### src/rtl/tapped_delay_line_mc_pkg.sv
// tapped_delay_line_mc_pkg: shared constants and helpers for the tapped delay line and its consumers
package tapped_delay_line_mc_pkg;
  localparam int DEFAULT_BITSIZE = 8;
  function automatic int clog2(input int v);
    int r = 0;
    for (int x = v - 1; x > 0; x = x >> 1) r++;
    return r;
  endfunction
  // LSB of tap k, channel c on the flat taps bus
  function automatic int tap_lsb(input int k, input int c, input int ch, input int bitsize);
    return (k * ch + c) * bitsize;
  endfunction
endpackage

### src/rtl/tapped_delay_line_mc_delay_stage_en.sv
// tapped_delay_line_mc_delay_stage_en: one CH*BITSIZE delay register with sync reset, flush and enable
// Ports: clk, reset (sync, active-high), flush (sync clear), enable (load), d (stage input), q (stage output)
module tapped_delay_line_mc_delay_stage_en #(
  parameter int W = 8
) (
  input  logic         clk,
  input  logic         reset,
  input  logic         flush,
  input  logic         enable,
  input  logic [W-1:0] d,
  output logic [W-1:0] q
);
  always_ff @(posedge clk)
    if (reset || flush) q <= '0;
    else if (enable) q <= d;
endmodule

### src/rtl/tapped_delay_line_mc.sv
// tapped_delay_line_mc: multi-channel enable-gated tapped delay line with fill tracking and flush
// Ports: clk; reset (sync, active-high); enable (shift strobe); flush (sync clear of data and count);
//   data_in[CH*BITSIZE] (channel c at c*BITSIZE); taps[N*CH*BITSIZE] (tap k, channel c at (k*CH+c)*BITSIZE);
//   data_out (tap N-1); fill_count (valid samples, saturates at N); filled (fill_count == N);
//   tap_sel/sel_out only when TDL_TAP_SELECT_EN is defined (runtime tap mux, out-of-range picks tap N-1).
module tapped_delay_line_mc
  import tapped_delay_line_mc_pkg::*;
#(
  parameter int BITSIZE = DEFAULT_BITSIZE,
  parameter int N = 16,
  parameter int CH = 1,
  localparam int W = CH * BITSIZE,
  localparam int CW = clog2(N + 1)
) (
  input  logic             clk,
  input  logic             reset,
  input  logic             enable,
  input  logic             flush,
  input  logic [W-1:0]     data_in,
  output logic [N*W-1:0]   taps,
  output logic [W-1:0]     data_out,
  output logic [CW-1:0]    fill_count,
  output logic             filled
`ifdef TDL_TAP_SELECT_EN
  ,
  input  logic [clog2(N)-1:0] tap_sel,
  output logic [W-1:0]        sel_out
`endif
);
  for (genvar k = 0; k < N; k++) begin : g_stage
    logic [W-1:0] d;
    if (k == 0) begin : g_head
      assign d = data_in;
    end else begin : g_chain
      assign d = taps[tap_lsb(k - 1, 0, CH, BITSIZE) +: W];
    end
    tapped_delay_line_mc_delay_stage_en #(.W(W)) u_stage (
      .clk(clk),
      .reset(reset),
      .flush(flush),
      .enable(enable),
      .d(d),
      .q(taps[tap_lsb(k, 0, CH, BITSIZE) +: W])
    );
  end
  assign data_out = taps[tap_lsb(N - 1, 0, CH, BITSIZE) +: W];
  // filled can only rise on the increment that reaches N; once saturated nothing lowers it but a clear
  always_ff @(posedge clk)
    if (reset || flush) begin
      fill_count <= '0;
      filled <= 1'b0;
    end else if (enable && fill_count != CW'(N)) begin
      fill_count <= fill_count + CW'(1);
      filled <= fill_count == CW'(N - 1);
    end
`ifdef TDL_TAP_SELECT_EN
  int sel_idx;
  always_comb begin
    sel_idx = int'(tap_sel) >= N ? N - 1 : int'(tap_sel);
    sel_out = taps[sel_idx * W +: W];
  end
`endif
endmodule
### config.mk
export PLATFORM = sky130hd
export DESIGN_NAME = tapped_delay_line_mc
export DESIGN_NICKNAME = d
export VERILOG_FILES = /design/src/rtl/tapped_delay_line_mc_pkg.sv /design/src/rtl/tapped_delay_line_mc_delay_stage_en.sv /design/src/rtl/tapped_delay_line_mc.sv
export SDC_FILE = /design/constraint.sdc
export NUM_CORES = 1
export LEC_CHECK = 0
export CAP_MARGIN = 20
export CORE_MARGIN = 2
export CORE_UTILIZATION = 50
export DETAILED_ROUTE_END_ITERATION = 6
export GPL_TIMING_DRIVEN = 0
export PLACE_DENSITY = 0.86
export SLEW_MARGIN = 20
export SYNTH_ARGS = -nofsm -noshare
export SYNTH_HDL_FRONTEND = slang
export SYNTH_HIERARCHICAL = 1
export SYNTH_SLANG_ARGS = --single-unit
### constraint.sdc
create_clock -name clk -period 2.8 [get_ports clk]
set_input_delay 0.56 -clock clk [delete_from_list [all_inputs] [get_ports clk]]
set_output_delay 0.56 -clock clk [all_outputs]
set_load 0.05 [all_outputs]
# Word level (Yosys, flattened, before mapping)
# Cells that the tools add are included.
# Widths: inputs -> output; s select.
[word_totals]
ff_bits = 134
input_bits = 12
output_inout_bits = 142
[classes]
n_addsub = 1
n_eq_ne = 2
n_reduce_logical = 2
[op_table]
columns = ["cell", "count"]
rows = [
  ["$add 5x1->5 const B", 1],
  ["$eq 5x4->1 const B", 1],
  ["$ne 5x5->1 const B", 1],
  ["$logic_and 1x1->1", 1],
  ["$logic_or 1x1->1", 1],
]

# Depth between registers and ports, before layout
# Gate-level depths: netlist (run 1).
[logic_depth]
word_depth = 2
ltp_mapped = 5
mapped_depth_nobuf = 5

# Hierarchy
# The synthesis (run 1) kept the hierarchy.
[by_module_without_submodules]
columns = ["module", "n_inst", "cells_each", "area_each_um2"]
rows = [
  ["tapped_delay_line_mc_delay_stage_en", 16, 27, 295.3],
  ["tapped_delay_line_mc", 1, 42, 389.1],
]

# Least setup slack after synthesis (run 1)
# OpenSTA, ideal clock, no wires.
[synth_timing]
path_type = "reg-to-reg"
from = "register fill_count[1]"
to = "register fill_count[4]"
setup_ns = 0.074
t_arrival_ns = 1.401
t_required_ns = 2.726
setup_slack_ns = 1.325
stages_incl_launch_ff = 5
path_buffers = 0
path_cell_list = "dfxtp_1 > ha_1 > and3_2 > ha_1 > a31oi_1"
[synth_via]
elab_chain_len = 2
elab_cells_between_ends = 3
classes_between = "add/sub (1); eq/ne (1); reduce/logical (1)"
[synth_rtl]
columns = ["item", "line", "rtl"]
rows = [
  ["from (decl)", "tapped_delay_line_mc.sv:22", "output logic [CW-1:0] fill_count,"],
  ["from (signal assigned)", "tapped_delay_line_mc.sv:53", "fill_count <= fill_count + CW'(1);"],
  ["parallel branches: the longest is 2 deep, another holds $add 5x1->5", "n/a", ""],
]
# Parallel ways; which one is timed is not known.
# A chain may end at the register's enable or synchronous reset.

# Worst setup path after layout (run 1)
[layout_timing]
from = "register g_stage[15].u_stage.q[4]"
to = "output taps[124]"
[layout_rtl]
columns = ["item", "line", "rtl"]
rows = [
  ["from (decl)", "tapped_delay_line_mc_delay_stage_en.sv:11", "output logic [W-1:0] q"],
  ["from (signal assigned)", "tapped_delay_line_mc_delay_stage_en.sv:14", "if (reset || flush) q <= '0;"],
  ["from (signal assigned)", "tapped_delay_line_mc_delay_stage_en.sv:15", "else if (enable) q <= d;"],
  ["to (decl)", "tapped_delay_line_mc.sv:20", "output logic [N*W-1:0] taps,"],
]
# No word-level cell between the ends.

==> run_results.csv, run 1 <==
group,metric,value,unit
run_status,status,"finished, final reports clean",
logic_synthesis,synth_xor_area_share,0.3425,%
worst_setup_path,worst_setup_path_end_kind,"output port",
clock_network,cts_resized,0,
worst_setup_path,crit_required,2.24,ns
clock_network,cts_root_buffer,"clkbuf_8",
sta,worst_clock_skew,0.01127,ns
clock_network,cts_tree,"built",
logic_synthesis,synth_area,5114,µm²
grt,grt_pass1_vias,4019,
clock_network,insertion_delay,0.50,ns
finish,drive_gt1_share,11.25,%
power,peakVddDrop,0.3842,mV
sta,worstMarginPinSlew,0.9519,ns
grt,antenna_found_initial,0,
finish,nNetsFinal,661,
logic_synthesis,syn_inst,474,
logic_synthesis,muxShareOfSynthArea,25.64,%
logic_synthesis,syn_area_per_cell,10.79,µm²
worst_setup_path,crit_path_end,"taps[124]",
route,drt_iter0_drc,67,
clock_network,clkSinkCount,134,
place,gp_congestion,0.8077,
sta,fin_crit,2.322,ns
sta,layout_setup_ws,0.4779,ns
finish,final_util,74.81,%
sta,finalCritPeriodShare,82.93,%
route,via_per_inst,4.853,
clock_network,postCtsHoldBufs,0,
worst_hold_path,hp-class,"register to register",
finish,final_common_cell,"clkdlybuf4s50_1",
worst_setup_path,r2r-start,"fill_count[0]",
sta,finalSetupTns,0,ns
route,dr.pass1.iters,4,
route,drc,0,
place,port_buffers,153,
power,p_leak,0.003010,µW
route,drt-wirelength-per-cell,15.38,µm
finish,layout_common_cells,"clkdlybuf4s50_1 (153), dfxtp_1 (134), mux2i_1 (131)",
sta,setup_viol,0,
clock_network,postCtsSetupBuffers,0,
grt,overflow,0,
worst_setup_path,cp.arrival,1.76,ns
floorplanning,core_area,9864,µm²
grt,track_usage,22.19,%
power,power_density,577.0,nW/µm²
floorplanning,die_area,11050,µm²
sta,hold_viol_final,0,
logic_synthesis,synth_top_area_cell,"dfxtp_1",
sta,fmax,430.6,MHz
floorplanning,pin_count,154,
route,wl,12170,µm
sta,rsz0062_at_grt,"false",
logic_synthesis,synth_top_family_by_area,"multiplexers",
route,postRouteAntennaNets,0,
grt,grt_start_max_net_pins,22,
sta,relSlewSlack,36.34,%
worst_setup_path,crit_fanout,3,
finish,diodes,0,
clock_network,clk_pin_slew_worst_paths,0.06,ns
logic_synthesis,synth_top_area_share,52.46,%
logic_synthesis,ys_seq_area_share,52.46,%
worst_hold_path,whs_path_depth,2,
place,place_hpwl,8661,µm
floorplanning,die_x,105.1,µm
worst_setup_path,reg2reg_to,"fill_count[4]",
logic_synthesis,synth_fa_ha_area_share,0.7340,%
finish,syn2layout_area_growth,44.31,%
clock_network,cts_buffers,17,
worst_setup_path,critical_path_class,"register to output port",
worst_setup_path,regToRegSetupSlack,1.53,ns
worst_setup_path,worstSetupStartpoint,"g_stage[15].u_stage/q[4]",
route,vias,3839,
logic_synthesis,ys_warn_count,6,
logic_synthesis,synth_simple_gate_area_share,13.33,%
job,maxCapViolCount,0,
clock_network,htree_num_levels,4,
logic_synthesis,synth_fp_nets,489,
floorplanning,start_util,51.84,%
logic_synthesis,synth-compound-area-share,0.2202,%
logic_synthesis,synth_area_leaders,"dfxtp_1 (52%), mux2i_1 (26%), nor2_1 (9.5%), buf_4 (3.5%), buf_6 (3.5%)",
place,dpl_worst_slack,0.3900,ns
grt,grt_pass1_wl,19710,µm
clock_network,max-clock-path-buffers,2,
logic_synthesis,synth-seq-cells,134,
logic_synthesis,synthDistinctLibCells,17,
floorplanning,row_count,36,
worst_setup_path,cp-start-kind,"register",
sta,slew_viol_final,0,
worst_setup_path,r2r_cells,4,
floorplanning,die_h,105.1,µm
cell families after synthesis:
family,Yosys count
multiplexers,131
XOR/XNOR,2
AND/OR/NAND/NOR,159
buffers and inverters,43
AO/OA/AOI/OAI,2
flip-flops,134
adder cells (fa/ha/maj),3
area by class of cell:
class	instances	area, µm²
timing repair buffer	153	1531
sequential	134	2683
inverter	3	11.26
tap	133	166.4
buffer	40	360.3
fill	655	2485
clock buffer	18	417.9
clock inverter	13	150.1
multi-input combinational	297	2059
routing by layer:
layer,GRT usage (%),wire [µm],up-vias
li1,-,-,1898
met1,26.20,5293,1827
met2,38.27,6179,106
met3,7.112,615,8
met4,6.857,76,0
met5,0,0,-
critical path, stage by stage (launching register included):
cell and delay [ns]:
dfxtp_1 0.35, buf_4 0.11, clkdlybuf4s50_1 0.79
sequential cells by signal, summed over array words and instances, names as in the netlist:
register           count
fill_count             5
g_stage.u_stage/q    128
filled                 1
where the power goes:
group,internal (µW),switching [µW]
sequential,1910,6.44
clock,1270,827
combinational,109,128
per-stage QoR:
| step | power, µW | cell area [µm²] | hold WS, ns | std cells |
|---|---|---|---|---|
| after floorplan | 2135 | 5114 | 0.6673 | 474 |
| after global placement | 2190 | 6812 | 0.4581 | 760 |
| after detailed placement | 2195 | 6812 | 0.4803 | 760 |
| after CTS | 4289 | 7380 | 0.4860 | 791 |
| after global routing | 4391 | 7380 | 0.5201 | 791 |
| final | 4258 | 7380 | 0.4866 | 791 |
synth_stat cells (all sizes together):
cell type	number
dfxtp	134
nand4bb	1
o21ai	1
nand4	1
and3	1
nand2	9
mux2i	131
xor2	2
nor2	131
buf	40
inv	3
ha	3
a31oi	1
or2	16
how the worst min path moves through the flow:
stage	from	to
finish	filled	filled
global route	filled	filled
CTS	filled	filled
detailed placement	filled	filled
global placement	filled	filled
floorplan	enable	fill_count[4]
(Power assumes the default switching activity.)
==> run 2, diff against run 1 <==
CORE_UTILIZATION = 47   (was 50)
PLACE_DENSITY = 0.82   (was 0.86)
clock period = 2.4 ns   (was 2.8 ns; I/O delays follow)
==> run_results.csv, run 2 (synthesis gave the netlist of run 1 again) <==
group,metric,value,unit
grt,antenna_found_initial,0,
place,place_area,6820,µm²
finish,syn2layout_area_growth,45.02,%
sta,setup_viol,0,
grt,track_usage,21.37,%
finish,largest_reg_flops,128,
finish,drive_gt1_share,11.40,%
finish,design_area,7416,µm²
finish,nNetsFinal,661,
route,postRouteAntennaNets,0,
clock_network,max-clock-path-buffers,2,
grt,grt_pass1_wl,19410,µm
floorplanning,die_h,108.3,µm
sta,rsz0062_at_grt,"false",
run_status,status,"finished, final reports clean",
sta,finalCritPeriodShare,94.70,%
worst_setup_path,cp.arrival,1.79,ns
clock_network,cts_root_buffer,"clkbuf_8",
route,vias,3867,
sta,slew_viol_final,0,
clock_network,insertion_delay,0.51,ns
route,dr.pass1.iters,4,
worst_hold_path,hp-class,"register to register",
worst_hold_path,whs_path_depth,2,
clock_network,cts_tree,"built",
floorplanning,pin_count,154,
place,gp_congestion,0.7760,
place,place_hpwl,8901,µm
finish,reg.largest.list,"g_stage.u_stage/q: 128 flops, fill_count: 5 flops, filled: 1 flops",
sta,finalSetupTns,0,ns
power,power.total,5111,µW
route,wl,12390,µm
finish,seq_area,2683,µm²
job,maxCapViolCount,0,
route,met3WireLength,703,µm
floorplanning,die_area,11730,µm²
clock_network,htree_num_levels,4,
clock_network,clk_pin_slew_worst_paths,0.06,ns
clock_network,postCtsSetupBuffers,0,
sta,hold_viol_final,0,
sta,whs,0.4754,ns
sta,worst_clock_skew,0.005192,ns
finish,n_fill_cell,835,
worst_setup_path,regToRegSetupSlack,1.13,ns
floorplanning,row_count,38,
finish,multi_input_area,2059,µm²
worst_hold_path,hp-start,"filled",
grt,overflow,0,
finish,regMostFlops,"g_stage.u_stage/q",
clock_network,clkSinkCount,134,
worst_setup_path,r2r-start,"fill_count[0]",
floorplanning,start_util,47.59,%
clock_network,postCtsHoldBufs,0,
route,wl_met1,5279,µm
grt,grt_start_max_net_pins,22,
sta,worstMarginPinSlew,0.9806,ns
worst_setup_path,cp-start-kind,"register",
power,p_leak,0.003023,µW
finish,layout_common_cells,"clkdlybuf4s50_1 (153), dfxtp_1 (134), mux2i_1 (131)",
worst_setup_path,worst_setup_path_end_kind,"output port",
sta,fmax,440.0,MHz
power,peakVddDrop,0.4598,mV
route,top_layer_used,"met4",
route,drt-wirelength-per-cell,15.53,µm
floorplanning,die_x,108.3,µm
worst_setup_path,crit_fanout,3,
worst_hold_path,holdPathEnd,"filled",
power,power_density,689.1,nW/µm²
route,via_per_inst,4.846,
sta,fin_crit,2.273,ns
finish,final_common_cell,"clkdlybuf4s50_1",
sta,layout_setup_ws,0.1272,ns
grt,grt_pass1_vias,3808,
clock_network,cts_buffers,17,
route,drt_iter0_drc,111,
clock_network,cts_resized,0,
worst_setup_path,critical_path_class,"register to output port",
place,port_buffers,153,
place,dpl_worst_slack,0.04449,ns
route,wl_met2,6298,µm
floorplanning,core_area,10750,µm²
worst_setup_path,crit_required,1.92,ns
worst_setup_path,reg2reg_to,"fill_count[4]",
sta,relSlewSlack,34.42,%
worst_setup_path,r2r_cells,4,
route,drc,0,
finish,diodes,0,
==> run 2: cell count changes in the layout (fill, tap and decap cells not counted), sizes merged <==
| cell | previous run | this run |
|---|---|---|
| inv | 6 | 3 |
| clkinvlp | 2 | 3 |
| clkbuf | 18 | 19 |
| bufinv | 2 | 3 |
==> run 2: worst max-delay path: stages (launching register included) <==
cell             delay, ns
dfxtp_1               0.37
buf_4                 0.12
clkdlybuf4s50_1       0.78
==> run 2: area by class of cell <==
cell class	instances	share of cell area (%)
Multi-Input combinational cell	297	27.77
Buffer	40	4.859
Inverter	3	0.1518
Clock inverter	12	2.075
Tap cell	140	2.362
Timing Repair Buffer	153	20.65
Clock buffer	19	5.956
Sequential cell	134	36.17
==> run 2: per-stage QoR <==
stage                     utilization, %  std cells
after floorplan                        -        474
after global placement             63.47        767
after detailed placement           63.47        767
after CTS                          69.01        798
after global routing               69.01        798
final                              69.01        798
==> run 2: worst max-delay path by stage <==
stage	start	endpoint	slack, ns	depth (start not counted)
final	g_stage[15].u_stage/q[3]	taps[123]	0.13	2
after global routing	g_stage[15].u_stage/q[3]	taps[123]	0.07	2
after CTS	g_stage[15].u_stage/q[3]	taps[123]	0.1	2
after detailed placement	enable	g_stage[1].u_stage/q[3]	0.04	4
after global placement	enable	g_stage[7].u_stage/q[4]	0.11	4
after floorplan	fill_count[1]	fill_count[4]	0.92	4
==> run 2: routing by layer <==
layer | vias up | global-route usage [%]
met2 | 122 | 36.79
met5 | - | 0
met3 | 12 | 6.932
li1 | 1896 | -
met4 | 0 | 6.868
met1 | 1837 | 25.27
==> run 2: report_power, final <==
| part | internal (µW) | leakage, µW | switching, µW | total (µW) |
|---|---|---|---|---|
| registers | 2230 | 0.00108 | 7.95 | 2240 |
| clock network | 1630 | 0.000286 | 965 | 2590 |
| logic | 127 | 0.00166 | 149 | 276 |
| total | 3990 | 0.00302 | 1120 | 5110 |
==> run 3, diff against run 2 <==
SLEW_MARGIN = 10   (was 20)
==> results of run 3 <==
The final DEF is identical to that of run 2; final timing and power are the same.
